==> config.mk <==
export PLATFORM = sky130hd
export DESIGN_NAME = axilite_m00_adder_master
export DESIGN_NICKNAME = d
export VERILOG_FILES = /design/src/rtl/axilite_m00_adder_master.sv
export SDC_FILE = /design/constraint.sdc
export NUM_CORES = 1
export LEC_CHECK = 0
export BUFFER_PORTS_ARGS = -buffer_cell sky130_fd_sc_hd__buf_2
export CAP_MARGIN = 40
export CORE_ASPECT_RATIO = 1.5
export CORE_MARGIN = 2
export CORE_UTILIZATION = 49
export CTS_CLUSTER_SIZE = 8
export DETAILED_ROUTE_END_ITERATION = 16
export GPL_ROUTABILITY_DRIVEN = 0
export GPL_TIMING_DRIVEN = 0
export PLACE_DENSITY = 0.8
export SYNTH_ARGS = -nofsm -noshare
export SYNTH_HDL_FRONTEND = slang
export SYNTH_SLANG_ARGS = --single-unit
==> constraint.sdc <==
create_clock -name M_AXI_ACLK -period 1.9 [get_ports M_AXI_ACLK]
set_input_delay 0.285 -clock M_AXI_ACLK [delete_from_list [all_inputs] [get_ports M_AXI_ACLK]]
set_output_delay 0.285 -clock M_AXI_ACLK [all_outputs]
set_load 0.02 [all_outputs]
==> src/rtl/axilite_m00_adder_master.sv <==
// AXI4-Lite master for the adder slave: start runs write A, write B, read sum,
// read overflow mask, then pulses done with sum/ovf/err. All AXI outputs are registered.
module axilite_m00_adder_master #(
    parameter int                            C_M_AXI_DATA_WIDTH = 32,
    parameter int                            C_M_AXI_ADDR_WIDTH = 32,
    parameter logic [C_M_AXI_ADDR_WIDTH-1:0] C_M_AXI_BASEADDR   = '0
) (
    input  logic                          M_AXI_ACLK,
    input  logic                          M_AXI_ARESETN,
    input  logic                          start,
    input  logic [C_M_AXI_DATA_WIDTH-1:0] op_a,
    input  logic [C_M_AXI_DATA_WIDTH-1:0] op_b,
    output logic                          busy,
    output logic                          done,
    output logic [C_M_AXI_DATA_WIDTH-1:0] sum,
    output logic                          ovf,
    output logic                          err,
    output logic [C_M_AXI_ADDR_WIDTH-1:0] M_AXI_AWADDR,
    output logic                          M_AXI_AWVALID,
    input  logic                          M_AXI_AWREADY,
    output logic [C_M_AXI_DATA_WIDTH-1:0] M_AXI_WDATA,
    output logic                          M_AXI_WVALID,
    input  logic                          M_AXI_WREADY,
    input  logic [1:0]                    M_AXI_BRESP,
    input  logic                          M_AXI_BVALID,
    output logic                          M_AXI_BREADY,
    output logic [C_M_AXI_ADDR_WIDTH-1:0] M_AXI_ARADDR,
    output logic                          M_AXI_ARVALID,
    input  logic                          M_AXI_ARREADY,
    input  logic [C_M_AXI_DATA_WIDTH-1:0] M_AXI_RDATA,
    input  logic [1:0]                    M_AXI_RRESP,
    input  logic                          M_AXI_RVALID,
    output logic                          M_AXI_RREADY
);
    localparam int AW = C_M_AXI_ADDR_WIDTH;
    localparam int DW = C_M_AXI_DATA_WIDTH;
    localparam logic [AW-1:0] L_ADDR_A = C_M_AXI_BASEADDR;
    localparam logic [AW-1:0] L_ADDR_B = C_M_AXI_BASEADDR + AW'(4);
    localparam logic [AW-1:0] L_ADDR_S = C_M_AXI_BASEADDR + AW'(8);
    localparam logic [AW-1:0] L_ADDR_O = C_M_AXI_BASEADDR + AW'(12);

    typedef enum logic [2:0] {S_IDLE, S_WR0, S_WR1, S_RD2, S_RD3, S_DONE} state_t;
    state_t r_state, w_next;

    logic          r_busy, r_done, r_ovf, r_err, r_err_pend;
    logic [DW-1:0] r_sum, r_sum_pend, r_op_b, r_wdata;
    logic [AW-1:0] r_awaddr, r_araddr;
    logic          r_awvalid, r_wvalid, r_bready, r_arvalid, r_rready;
    logic          r_aw_ok, r_w_ok;

    logic w_aw_hs, w_w_hs, w_b_hs, w_ar_hs, w_r_hs;
    logic w_accept, w_in_wr, w_wr_enter, w_rd_enter;

    assign w_aw_hs    = r_awvalid & M_AXI_AWREADY;
    assign w_w_hs     = r_wvalid  & M_AXI_WREADY;
    assign w_b_hs     = r_bready  & M_AXI_BVALID;
    assign w_ar_hs    = r_arvalid & M_AXI_ARREADY;
    assign w_r_hs     = r_rready  & M_AXI_RVALID;
    assign w_accept   = (r_state == S_IDLE) & start;
    assign w_in_wr    = (r_state == S_WR0) | (r_state == S_WR1);
    assign w_wr_enter = (w_next != r_state) & ((w_next == S_WR0) | (w_next == S_WR1));
    assign w_rd_enter = (w_next != r_state) & ((w_next == S_RD2) | (w_next == S_RD3));

    always_ff @(posedge M_AXI_ACLK or negedge M_AXI_ARESETN) begin
        if (!M_AXI_ARESETN) r_state <= S_IDLE;
        else                r_state <= w_next;
    end

    always_comb begin
        w_next = r_state;
        case (r_state)
            S_IDLE:  if (start)  w_next = S_WR0;
            S_WR0:   if (w_b_hs) w_next = S_WR1;
            S_WR1:   if (w_b_hs) w_next = S_RD2;
            S_RD2:   if (w_r_hs) w_next = S_RD3;
            S_RD3:   if (w_r_hs) w_next = S_DONE;
            S_DONE:  w_next = S_IDLE;
            default: w_next = S_IDLE;
        endcase
    end

    // Control, operand capture and results
    always_ff @(posedge M_AXI_ACLK or negedge M_AXI_ARESETN) begin
        if (!M_AXI_ARESETN) begin
            r_busy     <= 1'b0;
            r_done     <= 1'b0;
            r_op_b     <= '0;
            r_err_pend <= 1'b0;
            r_sum_pend <= '0;
            r_sum      <= '0;
            r_ovf      <= 1'b0;
            r_err      <= 1'b0;
        end else begin
            if (w_accept)               r_busy <= 1'b1;
            else if (r_state == S_DONE) r_busy <= 1'b0;
            r_done <= (r_state == S_RD3) & w_r_hs;
            if (w_accept) r_op_b <= op_b;
            if (w_accept)
                r_err_pend <= 1'b0;
            else if ((w_b_hs & (|M_AXI_BRESP)) | (w_r_hs & (|M_AXI_RRESP)))
                r_err_pend <= 1'b1;
            if (w_r_hs && r_state == S_RD2) r_sum_pend <= M_AXI_RDATA;
            // Results are published on the edge that enters DONE, so they line up with done.
            if (w_r_hs && r_state == S_RD3) begin
                r_sum <= r_sum_pend;
                r_ovf <= |M_AXI_RDATA;
                r_err <= r_err_pend | (|M_AXI_RRESP);
            end
        end
    end

    // Write channels: AW and W retire independently; B is accepted once both have.
    always_ff @(posedge M_AXI_ACLK or negedge M_AXI_ARESETN) begin
        if (!M_AXI_ARESETN) begin
            r_awvalid <= 1'b0;
            r_wvalid  <= 1'b0;
            r_aw_ok   <= 1'b0;
            r_w_ok    <= 1'b0;
            r_awaddr  <= '0;
            r_wdata   <= '0;
            r_bready  <= 1'b0;
        end else begin
            if (w_wr_enter) begin
                r_awvalid <= 1'b1;
                r_wvalid  <= 1'b1;
                r_aw_ok   <= 1'b0;
                r_w_ok    <= 1'b0;
                r_awaddr  <= (w_next == S_WR0) ? L_ADDR_A : L_ADDR_B;
                r_wdata   <= (w_next == S_WR0) ? op_a : r_op_b;
            end else begin
                if (w_aw_hs) begin
                    r_awvalid <= 1'b0;
                    r_aw_ok   <= 1'b1;
                end
                if (w_w_hs) begin
                    r_wvalid <= 1'b0;
                    r_w_ok   <= 1'b1;
                end
            end
            if (w_b_hs)
                r_bready <= 1'b0;
            else if (w_in_wr && (r_aw_ok | w_aw_hs) && (r_w_ok | w_w_hs))
                r_bready <= 1'b1;
        end
    end

    always_ff @(posedge M_AXI_ACLK or negedge M_AXI_ARESETN) begin
        if (!M_AXI_ARESETN) begin
            r_arvalid <= 1'b0;
            r_araddr  <= '0;
            r_rready  <= 1'b0;
        end else begin
            if (w_rd_enter) begin
                r_arvalid <= 1'b1;
                r_araddr  <= (w_next == S_RD2) ? L_ADDR_S : L_ADDR_O;
            end else if (w_ar_hs) begin
                r_arvalid <= 1'b0;
            end
            if (w_r_hs)       r_rready <= 1'b0;
            else if (w_ar_hs) r_rready <= 1'b1;
        end
    end

    assign busy          = r_busy;
    assign done          = r_done;
    assign sum           = r_sum;
    assign ovf           = r_ovf;
    assign err           = r_err;
    assign M_AXI_AWADDR  = r_awaddr;
    assign M_AXI_AWVALID = r_awvalid;
    assign M_AXI_WDATA   = r_wdata;
    assign M_AXI_WVALID  = r_wvalid;
    assign M_AXI_BREADY  = r_bready;
    assign M_AXI_ARADDR  = r_araddr;
    assign M_AXI_ARVALID = r_arvalid;
    assign M_AXI_RREADY  = r_rready;
endmodule

# --- Yosys cells after proc, flatten, opt, wreduce, memory -nomap -nowiden ---
# Index checks and enable logic that the tools add are counted.
op_classes:
  n_eq_ne: 10
  n_mux: 27
  bitwise: 18
  reduce_logical: 15
ops:
  columns: ["operator", "n"]
  rows:
  - ["32-bit 2-to-1 mux", 1]
  - ["32-bit OR reduction", 1]
  - ["3-bit 2-to-1 mux", 7]
  - ["1-bit 2-to-1 mux", 18]
  - ["3-bit case mux with 5 select lines", 1]
  - ["2-bit nonzero test", 7]
  - ["3-bit by 2-bit equality test with 1-bit output (second input constant)", 4]
  - ["1-bit bitwise AND", 11]
  - ["3-bit equality test (second input constant)", 3]
  - ["1-bit OR", 7]
  - ["3-bit by 1-bit equality test with 1-bit output (second input constant)", 2]
  - ["1-bit logical AND", 4]
  - ["2-bit OR reduction", 2]
  - ["3-bit zero test", 1]
  - ["3-bit != test", 1]
totals:
  register_bits: 207
  input_bits: 108
  out_inout_bits: 137
  elab_cells: 89

# --- Logic depth before layout (Yosys ltp) ---
logic_depth:
  depth_word: 7
  ltp_mapped: 7
  mapped_depth_nobuf: 4

# --- Worst setup path before layout ---
# No wires, ideal clock.
synth_path:
  path_kind: "reg2reg"
  startpoint: "register r_bready (netlist: M_AXI_BREADY)"
  endpoint: "register r_wdata[24] (netlist: M_AXI_WDATA[24])"
  setup_ns: 0.132
  t_arrival_ns: 1.358
  required_ns: 1.768
  slack_ns: 0.410
  path_stages_with_launch: 7
  n_path_buf: 2
  period_less_slack_ns: 1.490
  path_cell_list: "dfrtp_1 > nand3_1 > a211o_1 > buf_2 > buf_6 > nand2_1 > o21ai_1"
synth_between:
  elab_chain_cells: 6
  elab_cells_between_ends: 10
  cone_classes: "eq/ne (3); mux (4); bitwise (3)"
synth_rtl:
  columns: ["item", "line", "source"]
  rows:
  - ["start, declared", "48", "logic r_awvalid, r_wvalid, r_bready, r_arvalid, r_rready;"]
  - ["start signal, assigned", "121", "r_bready <= 1'b0;"]
  - ["start signal, assigned", "141", "r_bready <= 1'b0;"]
  - ["start signal, assigned", "143", "r_bready <= 1'b1;"]
  - ["1-bit bitwise AND *", "56", "assign w_b_hs = r_bready & M_AXI_BVALID;"]
  - ["3-bit 2-to-1 mux, on equally long branches", "74, 73", null]
  - ["3-bit case mux with 5 select lines *", "71", "case (r_state)"]
  - ["3-bit by 1-bit equality test with 1-bit output or 3-bit by 2-bit equality test with 1-bit output (tied branches)", "61, 129", null]
  - ["1-bit OR", "61", "assign w_wr_enter = (w_next != r_state) & ((w_next == S_WR0) | (w_next == S_WR1));"]
  - ["1-bit bitwise AND", "61", null]
  - ["end signal, assigned", "129", "r_wdata <= (w_next == S_WR0) ? op_a : r_op_b;"]
  - ["end, declared", "46", "logic [DW-1:0] r_sum, r_sum_pend, r_op_b, r_wdata;"]
# Every way passes the cells marked *; elsewhere a longest branch is shown, timed or not.
# A chain may end at the register's enable or synchronous reset.

# --- Final worst setup path ---
layout_path:
  startpoint: "register r_state[0]"
  endpoint: "register r_op_b[13]"
layout_between:
  elab_chain_cells: 2
layout_rtl:
  columns: ["item", "line", "source"]
  rows:
  - ["start, declared", "43", "state_t r_state, w_next;"]
  - ["start signal, assigned", "66", "else r_state <= w_next;"]
  - ["3-bit zero test", "59", "assign w_accept = (r_state == S_IDLE) & start;"]
  - ["1-bit bitwise AND", "59", null]
  - ["end signal, assigned", "97", "if (w_accept) r_op_b <= op_b;"]
  - ["end, declared", "46", null]
# Every way passes these cells.

==> results_dict.tcl <==
set metrics [dict create \
    place_inst 903 \
    seq_power_share_pct 39.5 \
    share_of_final_layout_standard_cells_stronger_than_drive_strength_1_pct 45.9 \
    power.share.clock_pct 29.8 \
    place_area_sq_mm 0.00787 \
    fillCellCount 998 \
    r2r.worst_path.cells 4 \
    rsz0062_at_grt "false" \
    top_level_ports 245 \
    min_path_type "input pin to flop" \
    path_max_fanout 10 \
    max_slew_margin_pct 57.3 \
    timing.final.max_slew_violations 0 \
    layoutNonFillerInstCount 936 \
    power.switching_fraction_pct 33.1 \
    detail_route.iter0.violations 132 \
    clk_latency_ns 0.41 \
    synth_area_per_inst_sq_um 13.0 \
    setup.worst_path.end_class "flop" \
    worst_setup_path_start_kind "flop" \
    port_buffers 183 \
    core_region_area_sq_mm 0.0130 \
    share_of_flip_flops_with_an_asynchronous_set_or_reset_after_synthesis_pct 100 \
    cp_slowest_cell "sky130_fd_sc_hd__dfrtp_1" \
    synth-edff-count 0 \
    total_switching_power_uw 3890 \
    layout.nets 872 \
    grt_pass1_vias 4848 \
    die_x_um 98.0 \
    yosys_register_bits 146 \
    die_height_um 145 \
    grt_start_max_net_pins 79 \
    initial_core_util_pct 50.1 \
    tightestPinTransition_ns 0.641 \
    grt_pass1_wl_um 23700 \
    clock-sinks 146 \
    globalRoute.totalOverflow 0 \
    wire_length_reported_by_the_detailed_router_um 14500 \
    post_cts_buffers 0 \
    drt_first_pass_iters 4 \
    cell_depth_of_the_worst_hold_path 2 \
    cts_buffers 17 \
    cts_repair_resize_count 0 \
    ys.warnings.count 0 \
    avgRoutedWirePerCell_um 15.5 \
    cp_slowest_stage_delay_ns 0.44 \
    route.detailed.vias_per_inst 4.78 \
    maxClockFrequency_ghz 0.565 \
    worstPathCellList "nand2b_1 -> nor3_4 -> buf_4 -> mux2_2" \
    power_density_mw_per_mm2 1380 \
    area.growth.synth_to_final_pct 30.9 \
    ir_worst_vdd_mv 0.799 \
    pint_uw 7870 \
    ant_nets 0 \
    postSynthCellCount 500 \
    run_status "complete, no violations" \
    drc_errors 0 \
    layout_skew_ns 0.0106 \
    final_setup_violation_count 0 \
    vias 4475 \
    yosys_most_used_dff "sky130_fd_sc_hd__dfrtp_1" \
    leakage_power_figure_uw 0.00463 \
    seq_area_sq_mm 0.00365 \
    grt_util_all_layers_pct 20.7 \
    clk_path_buf_depth 2 \
    worst_ep_required_time_ns 2.18 \
    cap_viol_max_count 0 \
    clock_tree_from_tritoncts "done" \
    seq_area_frac_synth_pct 56.3 \
    clk_pin_slew_worst_paths_ns 0.06 \
    place_hpwl_um 11200 \
    design.die.area_sq_mm 0.0142 \
    report.final.hold_viol_count 0 \
    multi_input_comb_area_sq_mm 0.00237 \
    initial_antenna_violation_count 1 \
    diodes 0 \
    clock_tree.htree_level_count 4 \
    placementRows 51 \
    syn-cell-area_sq_mm 0.00649 \
    criticalPathCategory "flop to flop" \
    min_period_over_period_pct 93.2 \
    ys_types 36 \
    power_frac_comb_pct 30.7 \
    cts-root-buf "sky130_fd_sc_hd__clkbuf_16" \
    cp.arrival_ns 2.05 \
    finalInstanceArea_sq_mm 0.00850 \
    final_period_minus_worst_setup_slack_ns 1.77 \
]
-- registers in the layout, indices dropped and copies added, names as in the netlist --
signal	flops
M_AXI_WDATA	32
r_op_b	32
r_sum_pend	32
sum	32
r_state	3
M_AXI_ARADDR	2
M_AXI_ARVALID	1
M_AXI_AWADDR	1
M_AXI_AWVALID	1
M_AXI_BREADY	1
M_AXI_RREADY	1
M_AXI_WVALID	1
busy	1
done	1
err	1
ovf	1
r_aw_ok	1
r_err_pend	1
r_w_ok	1
-- per-layer routing --
metal  wire length [um]  vias to the layer above  GRT usage (%)
met5                  0                        -              0
met4                192                        0           6.32
met3               1090                       15           6.21
met2               7690                      178           37.2
met1               5500                     2156           23.2
li1                   -                     2126              -
-- power groups by stage --
stage                     Clock, uW  Combinational, uW  Sequential (uW)
final                          3510               3610             4650
after global routing           3710               3960             4760
after CTS                      3590               3660             4650
after detailed placement          0               3660             4690
after global placement            0               3510             4610
after floorplan                   0               2150             5020
-- path summary, 6_finish.rpt --
kind / to / start / slack [ns]
worst max-delay path: r_op_b[13] / r_state[0] / 0.13
worst min-delay path: M_AXI_AWVALID / M_AXI_AWREADY / 0.08
worst max register to register: r_op_b[13] / r_state[0] / 0.13
worst min register to register: M_AXI_WDATA[2] / M_AXI_WDATA[2] / 0.48
max in group asynchronous: r_sum_pend[25] / M_AXI_ARESETN / 0.65
min in group asynchronous: r_sum_pend[6] / M_AXI_ARESETN / 0.45
-- cell type report --
class,instances,area share (%)
Sequential cell,146,43.0
Inverter,7,0.309
Timing Repair Buffer,185,11.3
Buffer,85,7.84
Clock inverter,12,1.99
Multi-Input combinational cell,322,27.9
Clock buffer,20,5.37
Tap cell,159,2.34
-- synth_stat cells, drive strengths merged (2+ instances only) --
cell type,count,area [sq um]
nor4,8,50.1
a211oi,2,15.0
nand3,2,15.0
nand2b,4,25.0
nor3,2,21.3
nand4,3,18.8
mux2i,34,340
o21ai,42,210
nor2,15,73.8
a21oi,5,25.0
inv,7,26.3
buf,82,656
nand2,39,146
mux2,96,1130
clkbuf,3,11.3
dfrtp,146,3650
-- cell usage in the layout, fill, tap and decap left out, types with 6 or more instances in the layout --
master                      instances
sky130_fd_sc_hd__mux2_4            14
sky130_fd_sc_hd__nor4_1             8
sky130_fd_sc_hd__dfrtp_1          146
sky130_fd_sc_hd__clkbuf_16         17
sky130_fd_sc_hd__mux2_1            42
sky130_fd_sc_hd__buf_4             68
sky130_fd_sc_hd__mux2i_1           34
sky130_fd_sc_hd__nand2_1           39
sky130_fd_sc_hd__o21ai_1           30
sky130_fd_sc_hd__nor2_1            12
sky130_fd_sc_hd__buf_2            184
sky130_fd_sc_hd__inv_1              6
sky130_fd_sc_hd__o21ai_0           12
sky130_fd_sc_hd__buf_6             13
sky130_fd_sc_hd__conb_1            61
sky130_fd_sc_hd__mux2_2            40
-- cell families after synthesis --
family / after synthesis / share of synthesized area (%)
and+or+nand+nor: 75 / 5.61
other: 1 / 0.0577
AOI/OAI and AO/OA: 55 / 4.57
DFF: 146 / 56.3
muxes: 130 / 22.7
xor gates and xnor gates: 1 / 0.135
buffers and inverters: 92 / 10.7
-- through the flow --
step                      setup TNS (ns)  total power [uW]  hold slack (ns)  worst slack (ns)  util (%)
after floorplan                        0              7170          -0.0106             0.410         -
after global placement           -198.05              8120            0.461             -1.37      60.5
after detailed placement               0              8350            0.324             0.105      60.7
after CTS                              0             11900           0.0512             0.136      65.6
after global routing                   0             12400           0.0688            0.0534      65.6
final                                  0             11800           0.0753             0.130      65.6
-- repair_timing --
action | in CTS | in global routing
endpoints found under the setup margin | 0 | 0
endpoints found under the hold margin | 68 | 0
hold buffers | 1 | 0
-- critical path, delay by kind of cell (launching register included) --
kind / cells / cell delay (ns)
buffers and inverters: 1 / 0.28
flip-flops: 1 / 0.44
multiplexers: 1 / 0.36
AND/OR/NAND/NOR: 2 / 0.57
Note: power is estimated with default switching activity, not from simulation.
